[config.mk]
export PLATFORM = sky130hd
export DESIGN_NAME = mem_access_unit
export DESIGN_NICKNAME = d
export VERILOG_FILES = /design/src/rtl/mem_access_unit.sv
export SDC_FILE = /design/constraint.sdc
export NUM_CORES = 1
export LEC_CHECK = 0
export BUFFER_PORTS_ARGS = -buffer_cell sky130_fd_sc_hd__buf_2
export CAP_MARGIN = 20
export CORE_MARGIN = 2
export CORE_UTILIZATION = 47
export DETAILED_ROUTE_END_ITERATION = 10
export GPL_ROUTABILITY_DRIVEN = 0
export PLACE_DENSITY_LB_ADDON = 0.08
export SKIP_CTS_REPAIR_TIMING = 1
export SLEW_MARGIN = 20
export SYNTH_ARGS = -nofsm -noshare
export SYNTH_HDL_FRONTEND = slang
export SYNTH_SLANG_ARGS = --single-unit
export TNS_END_PERCENT = 20
[constraint.sdc]
create_clock -name clock -period 2 [get_ports clock]
set_clock_uncertainty 0.15 [all_clocks]
set_input_delay 0.2 -clock clock [delete_from_list [all_inputs] [get_ports clock]]
set_output_delay 0.2 -clock clock [all_outputs]
set_load 0.05 [all_outputs]
[src/rtl/mem_access_unit.sv]
// Load/store sequencer for a word-only data memory, with read-modify-write for sub-word stores.
// Define MISALIGN_TRAP_EN to answer misaligned requests with rsp_err instead of accessing memory.
module mem_access_unit #(
    parameter int ADDR_W = 32
) (
    input  logic              clock,
    input  logic              reset,
    input  logic              req_valid,
    output logic              req_ready,
    input  logic              req_we,
    input  logic [1:0]        req_size,
    input  logic              req_unsigned,
    input  logic [ADDR_W-1:0] req_addr,
    input  logic [31:0]       req_wdata,
    output logic              rsp_valid,
    input  logic              rsp_ready,
    output logic [31:0]       rsp_data,
    output logic              rsp_err,
    output logic              mem_ren,
    output logic              mem_wen,
    output logic [ADDR_W-1:0] mem_addr,
    output logic [31:0]       mem_din,
    input  logic [31:0]       mem_dout
);

    typedef enum logic [1:0] {
        S_IDLE,
        S_RD,
        S_WR,
        S_RESP
    } state_t;

    state_t            state_q, state_d;
    logic              rdy_q, rdy_d;
    logic              we_q, we_d;
    logic [1:0]        size_q, size_d;
    logic              uns_q, uns_d;
    logic [ADDR_W-1:0] addr_q, addr_d;
    logic [31:0]       wdata_q, wdata_d;
    logic [31:0]       din_q, din_d;
    logic [31:0]       data_q, data_d;

    function automatic logic [31:0] load_ext(
        input logic [31:0] w,
        input logic [1:0]  sz,
        input logic [1:0]  lo,
        input logic        uns
    );
        logic [7:0]  b;
        logic [15:0] h;
        unique case (lo)
            2'd0:    b = w[7:0];
            2'd1:    b = w[15:8];
            2'd2:    b = w[23:16];
            default: b = w[31:24];
        endcase
        h = lo[1] ? w[31:16] : w[15:0];
        unique case (sz)
            2'b00:   load_ext = uns ? {24'b0, b} : {{24{b[7]}}, b};
            2'b01:   load_ext = uns ? {16'b0, h} : {{16{h[15]}}, h};
            default: load_ext = w;
        endcase
    endfunction

    // Only the addressed lane(s) take store data; the rest keep the read word.
    function automatic logic [31:0] merge(
        input logic [31:0] w,
        input logic [31:0] d,
        input logic [1:0]  sz,
        input logic [1:0]  lo
    );
        logic [31:0] m;
        m = w;
        unique case (sz)
            2'b00: begin
                unique case (lo)
                    2'd0:    m[7:0]   = d[7:0];
                    2'd1:    m[15:8]  = d[7:0];
                    2'd2:    m[23:16] = d[7:0];
                    default: m[31:24] = d[7:0];
                endcase
            end
            2'b01: begin
                if (lo[1]) m[31:16] = d[15:0];
                else       m[15:0]  = d[15:0];
            end
            default: m = d;
        endcase
        merge = m;
    endfunction

`ifdef MISALIGN_TRAP_EN
    logic err_q, err_d;
    logic req_mis;

    assign req_mis = (req_size == 2'b01 && req_addr[0]) ||
                     (req_size[1] && req_addr[1:0] != 2'b00);
    assign rsp_err = err_q;
`else
    assign rsp_err = 1'b0;
`endif

    assign req_ready = rdy_q;
    assign rsp_valid = (state_q == S_RESP);
    assign rsp_data  = data_q;
    assign mem_ren   = (state_q == S_RD);
    assign mem_wen   = (state_q == S_WR);
    assign mem_addr  = {addr_q[ADDR_W-1:2], 2'b00};
    assign mem_din   = din_q;

    always_comb begin
        state_d = state_q;
        we_d    = we_q;
        size_d  = size_q;
        uns_d   = uns_q;
        addr_d  = addr_q;
        wdata_d = wdata_q;
        din_d   = din_q;
        data_d  = data_q;
`ifdef MISALIGN_TRAP_EN
        err_d   = err_q;
`endif
        unique case (state_q)
            S_IDLE: begin
                if (req_valid && rdy_q) begin
                    we_d    = req_we;
                    size_d  = req_size;
                    uns_d   = req_unsigned;
                    addr_d  = req_addr;
                    wdata_d = req_wdata;
                    data_d  = '0;
`ifdef MISALIGN_TRAP_EN
                    err_d   = 1'b0;
                    if (req_mis) begin
                        state_d = S_RESP;
                        err_d   = 1'b1;
                    end else
`endif
                    if (!req_we) begin
                        state_d = S_RD;
                    end else if (req_size[1]) begin
                        state_d = S_WR;
                        din_d   = req_wdata;
                    end else begin
                        state_d = S_RD;
                    end
                end
            end
            S_RD: begin
                if (!we_q) begin
                    data_d  = load_ext(mem_dout, size_q, addr_q[1:0], uns_q);
                    state_d = S_RESP;
                end else begin
                    din_d   = merge(mem_dout, wdata_q, size_q, addr_q[1:0]);
                    state_d = S_WR;
                end
            end
            S_WR: begin
                state_d = S_RESP;
            end
            default: begin
                if (rsp_ready) state_d = S_IDLE;
            end
        endcase
        rdy_d = (state_d == S_IDLE);
    end

    always_ff @(posedge clock or negedge reset) begin
        if (!reset) begin
            state_q <= S_IDLE;
            rdy_q   <= 1'b0;
            we_q    <= 1'b0;
            size_q  <= 2'b00;
            uns_q   <= 1'b0;
            addr_q  <= '0;
            wdata_q <= '0;
            din_q   <= '0;
            data_q  <= '0;
`ifdef MISALIGN_TRAP_EN
            err_q   <= 1'b0;
`endif
        end else begin
            state_q <= state_d;
            rdy_q   <= rdy_d;
            we_q    <= we_d;
            size_q  <= size_d;
            uns_q   <= uns_d;
            addr_q  <= addr_d;
            wdata_q <= wdata_d;
            din_q   <= din_d;
            data_q  <= data_d;
`ifdef MISALIGN_TRAP_EN
            err_q   <= err_d;
`endif
        end
    end

endmodule

* Word level (Yosys, flattened, before mapping)
Cells that the tools add are included.
** Storage, ports and cells
- Input port bits :: 104
- Bits in registers :: 135
- Output and inout port bits :: 101
- Logic and storage cells :: 56
** Cells by class
- Eq/ne operators :: 11
- Mux-type cells :: 26
- Reduce and logical (&&, ||, !) cells :: 10
** Operators with widths (count)
- 2-to-1 mux 32 bit :: 8
- one-hot mux 32 bit (2 select lines) :: 4
- 2-to-1 mux 16 bit :: 3
- 2-to-1 mux 8 bit :: 4
- one-hot mux 8 bit (3 select lines) :: 1
- logical NOT 2 bit :: 4
- 2-to-1 mux 2 bit :: 4
- != test 2 bit, second input constant :: 4
- equality test 2 x 1 -> 1 bit, second input constant :: 3
- equality test 2 bit, second input constant :: 3
- one-hot mux 2 bit (3 select lines) :: 1
- AND reduction 5 bit :: 1
- AND reduction 3 bit :: 1
- OR reduction 3 bit :: 1
- != test 2 x 1 -> 1 bit, second input constant :: 1
- AND reduction 2 bit :: 1
- nonzero test 2 bit :: 1
- logical AND 1 bit :: 1
- 2-to-1 mux 1 bit :: 1

* Longest topological paths before layout
Gate-level depths: netlist of the first run.
- Depth in word-level cells :: 6
- Depth in mapped cells :: 8
- Gate-level depth less buffers :: 6

* Worst setup path before layout of the first run
OpenSTA, ideal clock, no wires.
- Path type :: register to register
- Start :: register state_q[1]
- End :: register data_q[21] (netlist: rsp_data[21])
- Data required time :: 1783 ps
- Setup slack :: -381 ps
- Path buffers :: 1
- Stages on the path, launching flop included :: 8
- Setup time :: 67 ps
- Arrival :: 2163 ps
- Clock period less this slack :: 2381 ps
- Path through :: dfrtp_1 > inv_1 > ha_1 > and2b_1 > nand2_2 > a2111oi_4 > buf_6 > a221o_1
** On the way
- Cells in the longest elaborated chain, start to end :: 3
- Elaborated cells on any way between the ends :: 7
- Classes of those cells :: eq/ne: 3; mux: 1; reduce/logical: 3
** RTL lines
- start, declared :: line 33 : state_t state_q, state_d;
- start signal, assigned :: line 183 : state_q <= state_d;
- equality test 2 x 1 -> 1 bit (*)
- via mem_ren :: line 19 : output logic mem_ren,
- != test 2 bit (no line) / nonzero test 2 bit (equally long branches)
- AND reduction 3 bit (no line)
- end signal, assigned :: line 191 : data_q <= data_d;
- end, declared :: line 41 : logic [31:0] data_q, data_d;
The timed path passes the listed nets; every way through them passes the cells marked *.
A chain may end at the register's enable or synchronous reset.

* Worst setup path in the final report of the first run
- Start :: register state_q[0]
- End :: register din_q[8] (netlist: mem_din[8])
** On the way
- Cells in the longest elaborated chain, start to end :: 3
- Elaborated cells on any way between the ends :: 9
- Classes of those cells :: eq/ne: 5; mux: 1; reduce/logical: 3
** RTL lines
- equality test 2 x 1 -> 1 bit / logical NOT 2 bit (equally long branches) :: line 123 : unique case (state_q)
- != test 2 x 1 -> 1 bit (no line), or another cell as far along
- AND reduction 5 bit (no line)
- end signal, assigned :: line 190 : din_q <= din_d;
- end, declared :: line 40 : logic [31:0] din_q, din_d;
Several ways; a longest one is shown, not always the timed one.

==> results.ini, run 1 <==
[clock_network]
cts_tree=built
ctsHtreeMaxLevel=4
clk_latency_ns=0.42
clkTransAtPathRegs_ns=0.06
cts_buffers=17
cts_sinks=135
cts.path.max_buffers=2
root_buffer=clkbuf_16

[yosys]
synth_cells=775
yosysMostFrequentCell=nand2_1
async_reset_ff_share_pct=100.0
ys_seq_area_share_pct=48.39
ys.flop_type=dfrtp_1
ys_seq_elements=135
avgSynthCellArea_um2=9.009
synthTopCellsByCount=nand2_1, dfrtp_1, clkbuf_1
ys_top_cells_by_area=dfrtp_1, nand2_1, buf_4
syn_area_mm2=0.006982
yosys_warnings=0
synth_top_area_share_pct=48.39
synth_edf_count=0
synth_top_area_cell=dfrtp_1
synth.distinct_cells=58

[timing]
tightestPinTransition_ns=0.5447
timing.fmax_mhz=495.2
hold_viol=0
rsz0062_at_grt=yes
slew-limit-headroom_pct=63.56
fin_crit_ns=2.019
period_share_pct=101.0
setup_ws_ns=-0.01948
maxSlewViolCount=0
setup-violations-final=12

[setup_path]
cp_slowest_stage_delay_ns=0.38
critPathLaunch=state_q[0]$_DFF_PN0_
setup.worst_path.end_class=flip-flop
crit_slowest_cell=dfrtp_1
rr_startpoint=state_q[0]$_DFF_PN0_
crit_path_start_kind=flip-flop
cp_top_family=buffers and inverters
arrival_ns=2.18
critPathKind=flip-flop to flip-flop
crit_fanout=32
critPathRequiredTime_ns=2.16
cp.buffers_inverters=3
cp_common_cell=buf_4
worstPathCellList=buf_4 > ha_4 > buf_4 > and3b_1 > a31oi_4 > buf_12 > nor2_1 > a22o_1

[layout]
postLayoutCellArea_mm2=0.009703
drive_gt1_share_pct=28.79
area_growth_pct=38.98
fin_util_pct=66.76
diodes=0
nNetsFinal=1144

[floorplan]
ioPinCount=205
fp.dieW_um=125.9
fp.dieH_um=125.9
die_area_mm2=0.01585
rows=44
initial_core_util_pct=48.04
core_mm2=0.01453

[global_routing]
grtUsageMet3_pct=7.009
grt.total_usage_pct=27.30
busiest_layer=met2
gr-usage-met2_pct=41.05
grt_use_met1_pct=38.89
gr-total-overflow=0
antenna_found_initial=0
grt_start_max_net_pins=52
grt_pass1_vias=6079
grt_pass1_wl_um=33930

[power_and_ir_drop]
pwr-share-seq_pct=28.0
power.switching_uw=8437
swShare_pct=48.60
combPwrFrac_pct=53.7
leakage_uw=0.004835
power.internal_uw=8923
pwr-share-clk_pct=18.4
power_density_mw_per_mm2=1789
finalPower_uw=17360
ir_drop_uv=1100

[routing]
via_per_inst=5.555
routedWlPerCell_um=18.59
dr.pass1.iters=7
drt-total-wl_um=22920
drt_first_iter_violations=610
vias=6849
ant_nets=0
drc_errors=0

[min_path]
hp-class=input port to flip-flop
hp-start=mem_dout[6]

[outcome]
status=finished with violations
violations=negative setup slack

[place]
place_area_mm2=0.008162
pre_cts_slack_ns=-0.3203
dpl.hpwl_um=15700
portBuffers=201

[run]
max_cap_violations=0

## power by group through the flow
stage / registers [uW] / logic [uW] / clock network [uW]
floorplan: 6430 / 5140 / 0
global placement: 4820 / 8840 / 0
detailed placement: 4840 / 9010 / 0
CTS: 4830 / 9030 / 3240
global route: 4980 / 9930 / 3360
finish: 4850 / 9310 / 3190
## kinds of logic after synthesis
group / synth area share, %
fa+ha+maj: 0.7169
mux: 4.032
compound gates: 20.07
other cells: 0.05371
buf+inv: 7.365
simple gates: 19.37
flops: 48.39
## metal layers
layer  vias up  routed length, um
met5         -                  0
met4         0                531
met3        33               1700
met2       322              10650
met1      3279              10040
li1       3215                  -
## through the flow
stage	setup TNS (ns)	cells	hold slack, ns
after global routing	-1.722	1233	0.01371
after global placement	-2.344	1115	0.02133
after detailed placement	-6.211	1115	0.03371
after floorplan	0	777	-0.2456
after CTS	-6.714	1147	-0.4153
final	-0.09458	1233	0.002344
## worst reg2reg max path, cell delays in order (launching register included)
cell and delay, ns:
dfrtp_1 0.38, buf_4 0.15, ha_4 0.18, buf_4 0.14, and3b_1 0.22, a31oi_4 0.20
buf_12 0.21, nor2_1 0.08, a22o_1 0.20
## cell type report
cell class / count / area (um2)
Fill cell: 1193 / 4831
Sequential cell: 135 / 3378
Multi-Input combinational cell: 545 / 3187
Timing Repair Buffer: 331 / 2283
Clock buffer: 24 / 481.7
Tap cell: 184 / 230.2
Clock inverter: 8 / 120.1
Inverter: 6 / 22.52
## worst paths after layout
kind | end | slack, ns | cells after the start
worst max register to register | mem_din[8]$_DFFE_PN0P_ | -0.02 | 8
worst min-delay path | mem_din[6]$_DFFE_PN0P_ | 0.002 | 3
worst min register to register | addr_q[6]$_DFFE_PN0P_ | 0.32 | 2
min in group asynchronous | addr_q[2]$_DFFE_PN0P_ | 0.14 | 2
worst max-delay path | mem_din[8]$_DFFE_PN0P_ | -0.02 | 8
max in group asynchronous | addr_q[16]$_DFFE_PN0P_ | 0.90 | 3
## sequential cells by signal, summed over array words and instances (netlist names)
register,flops
we_q,1
req_ready,1
rsp_data,32
mem_din,32
wdata_q,32
uns_q,1
state_q,2
size_q,2
addr_q,32
## cells in the final DEF (no fill, tap or decap), drive strengths merged, types with 6 or more instances in the layout
master / n
dlygate4sd3: 85
a221o: 23
nor2: 35
inv: 6
a311oi: 6
buf: 246
or4: 7
a32oi: 8
nand3: 10
o22ai: 9
nand2: 238
mux2i: 21
o2111ai: 7
a221oi: 7
o21ai: 36
o31ai: 6
or3: 7
clkbuf: 24
o211ai: 15
a2bb2oi: 7
a22o: 15
a21oi: 37
dfrtp: 135
Note: power is estimated with default switching activity, not from simulation.
==> inputs of run 2 (changes only) <==
--- a/config.mk
+++ b/config.mk
@@ -7,8 +7,11 @@
 export LEC_CHECK = 0
 export BUFFER_PORTS_ARGS = -buffer_cell sky130_fd_sc_hd__buf_2
 export CAP_MARGIN = 20
+export CELL_PAD_IN_SITES_DETAIL_PLACEMENT = 1
+export CELL_PAD_IN_SITES_GLOBAL_PLACEMENT = 2
 export CORE_MARGIN = 2
-export CORE_UTILIZATION = 47
+export CORE_UTILIZATION = 28
+export CTS_CLUSTER_DIAMETER = 60
 export DETAILED_ROUTE_END_ITERATION = 10
 export GPL_ROUTABILITY_DRIVEN = 0
 export PLACE_DENSITY_LB_ADDON = 0.08
==> run 2 against run 1 <==
Compared with the run above: the flow finishes with violations (negative hold slack, negative setup slack); sequential cell count stayed put; power is 4.2% higher; utilization is 25 points lower; critical endpoint is now mem_din[31]$_DFFE_PN0P_; largest cell class unchanged; largest power group unchanged.
==> results.ini, run 2 (synthesized netlist as in run 1, its figures left out) <==
[outcome]
status=finished with violations  ; unchanged
violations=negative hold slack, negative setup slack  ; was negative setup slack

[clock_network]
clkTransAtPathRegs_ns=0.06  ; about the same
cts_tree=built  ; unchanged
clk_latency_ns=0.43  ; was 0.42 ns
cts_sinks=135  ; unchanged
cts_buffers=17  ; unchanged
root_buffer=clkbuf_16  ; unchanged
ctsHtreeMaxLevel=4  ; unchanged
cts.path.max_buffers=2  ; unchanged

[routing]
ant_nets=0  ; unchanged
via_per_inst=5.030  ; was 5.555
dr.pass1.iters=4  ; was 7
drt-total-wl_um=28000  ; was 22920 um
drt_first_iter_violations=375  ; was 610
drc_errors=0  ; unchanged
routedWlPerCell_um=20.17  ; was 18.59 um
vias=6981  ; was 6849

[global_routing]
grt_pass1_vias=6947  ; was 6079
gr-total-overflow=0  ; unchanged
grt.total_usage_pct=20.17  ; was 27.30%
grt_pass1_wl_um=40360  ; was 33930 um
grt_start_max_net_pins=45  ; was 52
antenna_found_initial=0  ; unchanged

[min_path]
worstHoldPathCells=3  ; unchanged
min_to=mem_din[2]$_DFFE_PN0P_  ; was mem_din[6]$_DFFE_PN0P_
hp-start=mem_dout[2]  ; was mem_dout[6]
hp-class=input port to flip-flop  ; unchanged

[floorplan]
core_mm2=0.02439  ; was 0.01453 mm2
die_area_mm2=0.02621  ; was 0.01585 mm2
rows=57  ; was 44
fp.dieH_um=161.9  ; was 125.9 um
fp.dieW_um=161.9  ; was 125.9 um
initial_core_util_pct=28.62  ; was 48.04%
ioPinCount=205  ; unchanged

[timing]
setup-violations-final=20  ; was 12
hold_viol=1  ; was 0
finalSetupTns_ns=-0.2869  ; was -0.09458 ns
fin_crit_ns=2.042  ; was 2.019 ns
holdWs_ns=-0.002781  ; was 0.002344 ns
timing.fmax_mhz=489.8  ; was 495.2 MHz
tightestPinTransition_ns=0.5793  ; was 0.5447 ns
setup_ws_ns=-0.04153  ; was -0.01948 ns
rsz0062_at_grt=yes  ; unchanged
maxSlewViolCount=0  ; unchanged
period_share_pct=102.1  ; was 101.0%
slew-limit-headroom_pct=60.89  ; was 63.56%

[layout]
n_fill_cell=2855  ; was 1193
postLayoutCellArea_mm2=0.01012  ; was 0.009703 mm2
multi_input_area_mm2=0.003207  ; was 0.003187 mm2
final_common_cell=nand2_1  ; unchanged
area_growth_pct=45.00  ; was 38.98%
mostFrequentLayoutCells=nand2_1, buf_2, dfrtp_1, dlygate4sd3_1, buf_4  ; unchanged
fin_util_pct=41.51  ; was 66.76%
regArea_mm2=0.003382  ; was 0.003378 mm2
nNetsFinal=1160  ; was 1144
diodes=0  ; unchanged
drive_gt1_share_pct=30.83  ; was 28.79%

[setup_path]
crit_fanout=14  ; was 32
rrSetupSlack_ns=-0.04  ; was -0.02 ns
reg2reg_to=mem_din[31]$_DFFE_PN0P_  ; was mem_din[8]$_DFFE_PN0P_
critPathKind=flip-flop to flip-flop  ; unchanged
r2r_cells=9  ; was 8
arrival_ns=2.22  ; was 2.18 ns
critPathRequiredTime_ns=2.18  ; was 2.16 ns
setup.worst_path.end_class=flip-flop  ; unchanged
rr_startpoint=state_q[0]$_DFF_PN0_  ; unchanged
crit_path_start_kind=flip-flop  ; unchanged

[place]
dpl.hpwl_um=19980  ; was 15700 um
place_area_mm2=0.008457  ; was 0.008162 mm2
pre_cts_slack_ns=-0.4464  ; was -0.3203 ns
portBuffers=201  ; unchanged

[run]
max_cap_violations=0  ; unchanged

[power_and_ir_drop]
leakage_uw=0.004959  ; was 0.004835 uW
ir_drop_uv=888.3  ; was 1100 uV
power_density_mw_per_mm2=1786  ; was 1789 mW/mm2

==> run 2: worst max-delay path, stage by stage (launching register included) <==
cell	delay (ns)
dfrtp_1	0.39
buf_4	0.15
ha_4	0.15
buf_4	0.15
and3b_1	0.23
a31oi_4	0.22
buf_4	0.18
clkbuf_16	0.18
nand2_1	0.06
o21ai_0	0.09
==> run 2: worst max-delay path by stage <==
stage                               from                  endpoint  slack (ns)  cells past startpoint
finish              state_q[0]$_DFF_PN0_   mem_din[31]$_DFFE_PN0P_       -0.04                      9
global placement    state_q[1]$_DFF_PN0_    mem_din[0]$_DFFE_PN0P_       -0.38                      7
floorplan           state_q[0]$_DFF_PN0_  rsp_data[27]$_DFFE_PN0P_        0.03                      7
CTS                 state_q[1]$_DFF_PN0_  rsp_data[28]$_DFFE_PN0P_       -0.45                      6
global route        state_q[0]$_DFF_PN0_   mem_din[15]$_DFFE_PN0P_       -0.09                      8
detailed placement  state_q[1]$_DFF_PN0_  rsp_data[28]$_DFFE_PN0P_       -0.45                      6
==> run 2: power by group <==
| group | internal [uW] | leakage [uW] | switching [uW] | total (uW) |
|---|---|---|---|---|
| logic | 3240 | 0.00298 | 6700 | 9940 |
| registers | 3930 | 0.00170 | 964 | 4900 |
| clock network | 1980 | 0.000285 | 1260 | 3240 |
| total | 9160 | 0.00496 | 8920 | 18100 |
==> run 2: area by class of cell <==
cell class | instances | area share [%]
Clock buffer | 19 | 4.375
Clock inverter | 12 | 1.520
Inverter | 6 | 0.2225
Multi-Input combinational cell | 545 | 31.68
Sequential cell | 135 | 33.41
Tap cell | 324 | 4.004
Timing Repair Buffer | 347 | 24.79
==> run 2: layer usage <==
metal	vias to the layer above	part of all wire (%)	global-route usage [%]	wire length (um)
li1	3249	-	-	-
met1	3499	45	27.11	12470
met2	211	49	33.35	13750
met3	22	5.0	4.009	1403
met4	0	1.3	5.189	369
met5	-	0	0	0
==> run 2: per-stage QoR <==
| step | std cells | power [uW] |
|---|---|---|
| after floorplan | 777 | 11570 |
| after global placement | 1266 | 14170 |
| after detailed placement | 1266 | 14380 |
| after CTS | 1297 | 17700 |
| after global routing | 1388 | 19170 |
| final | 1388 | 18080 |
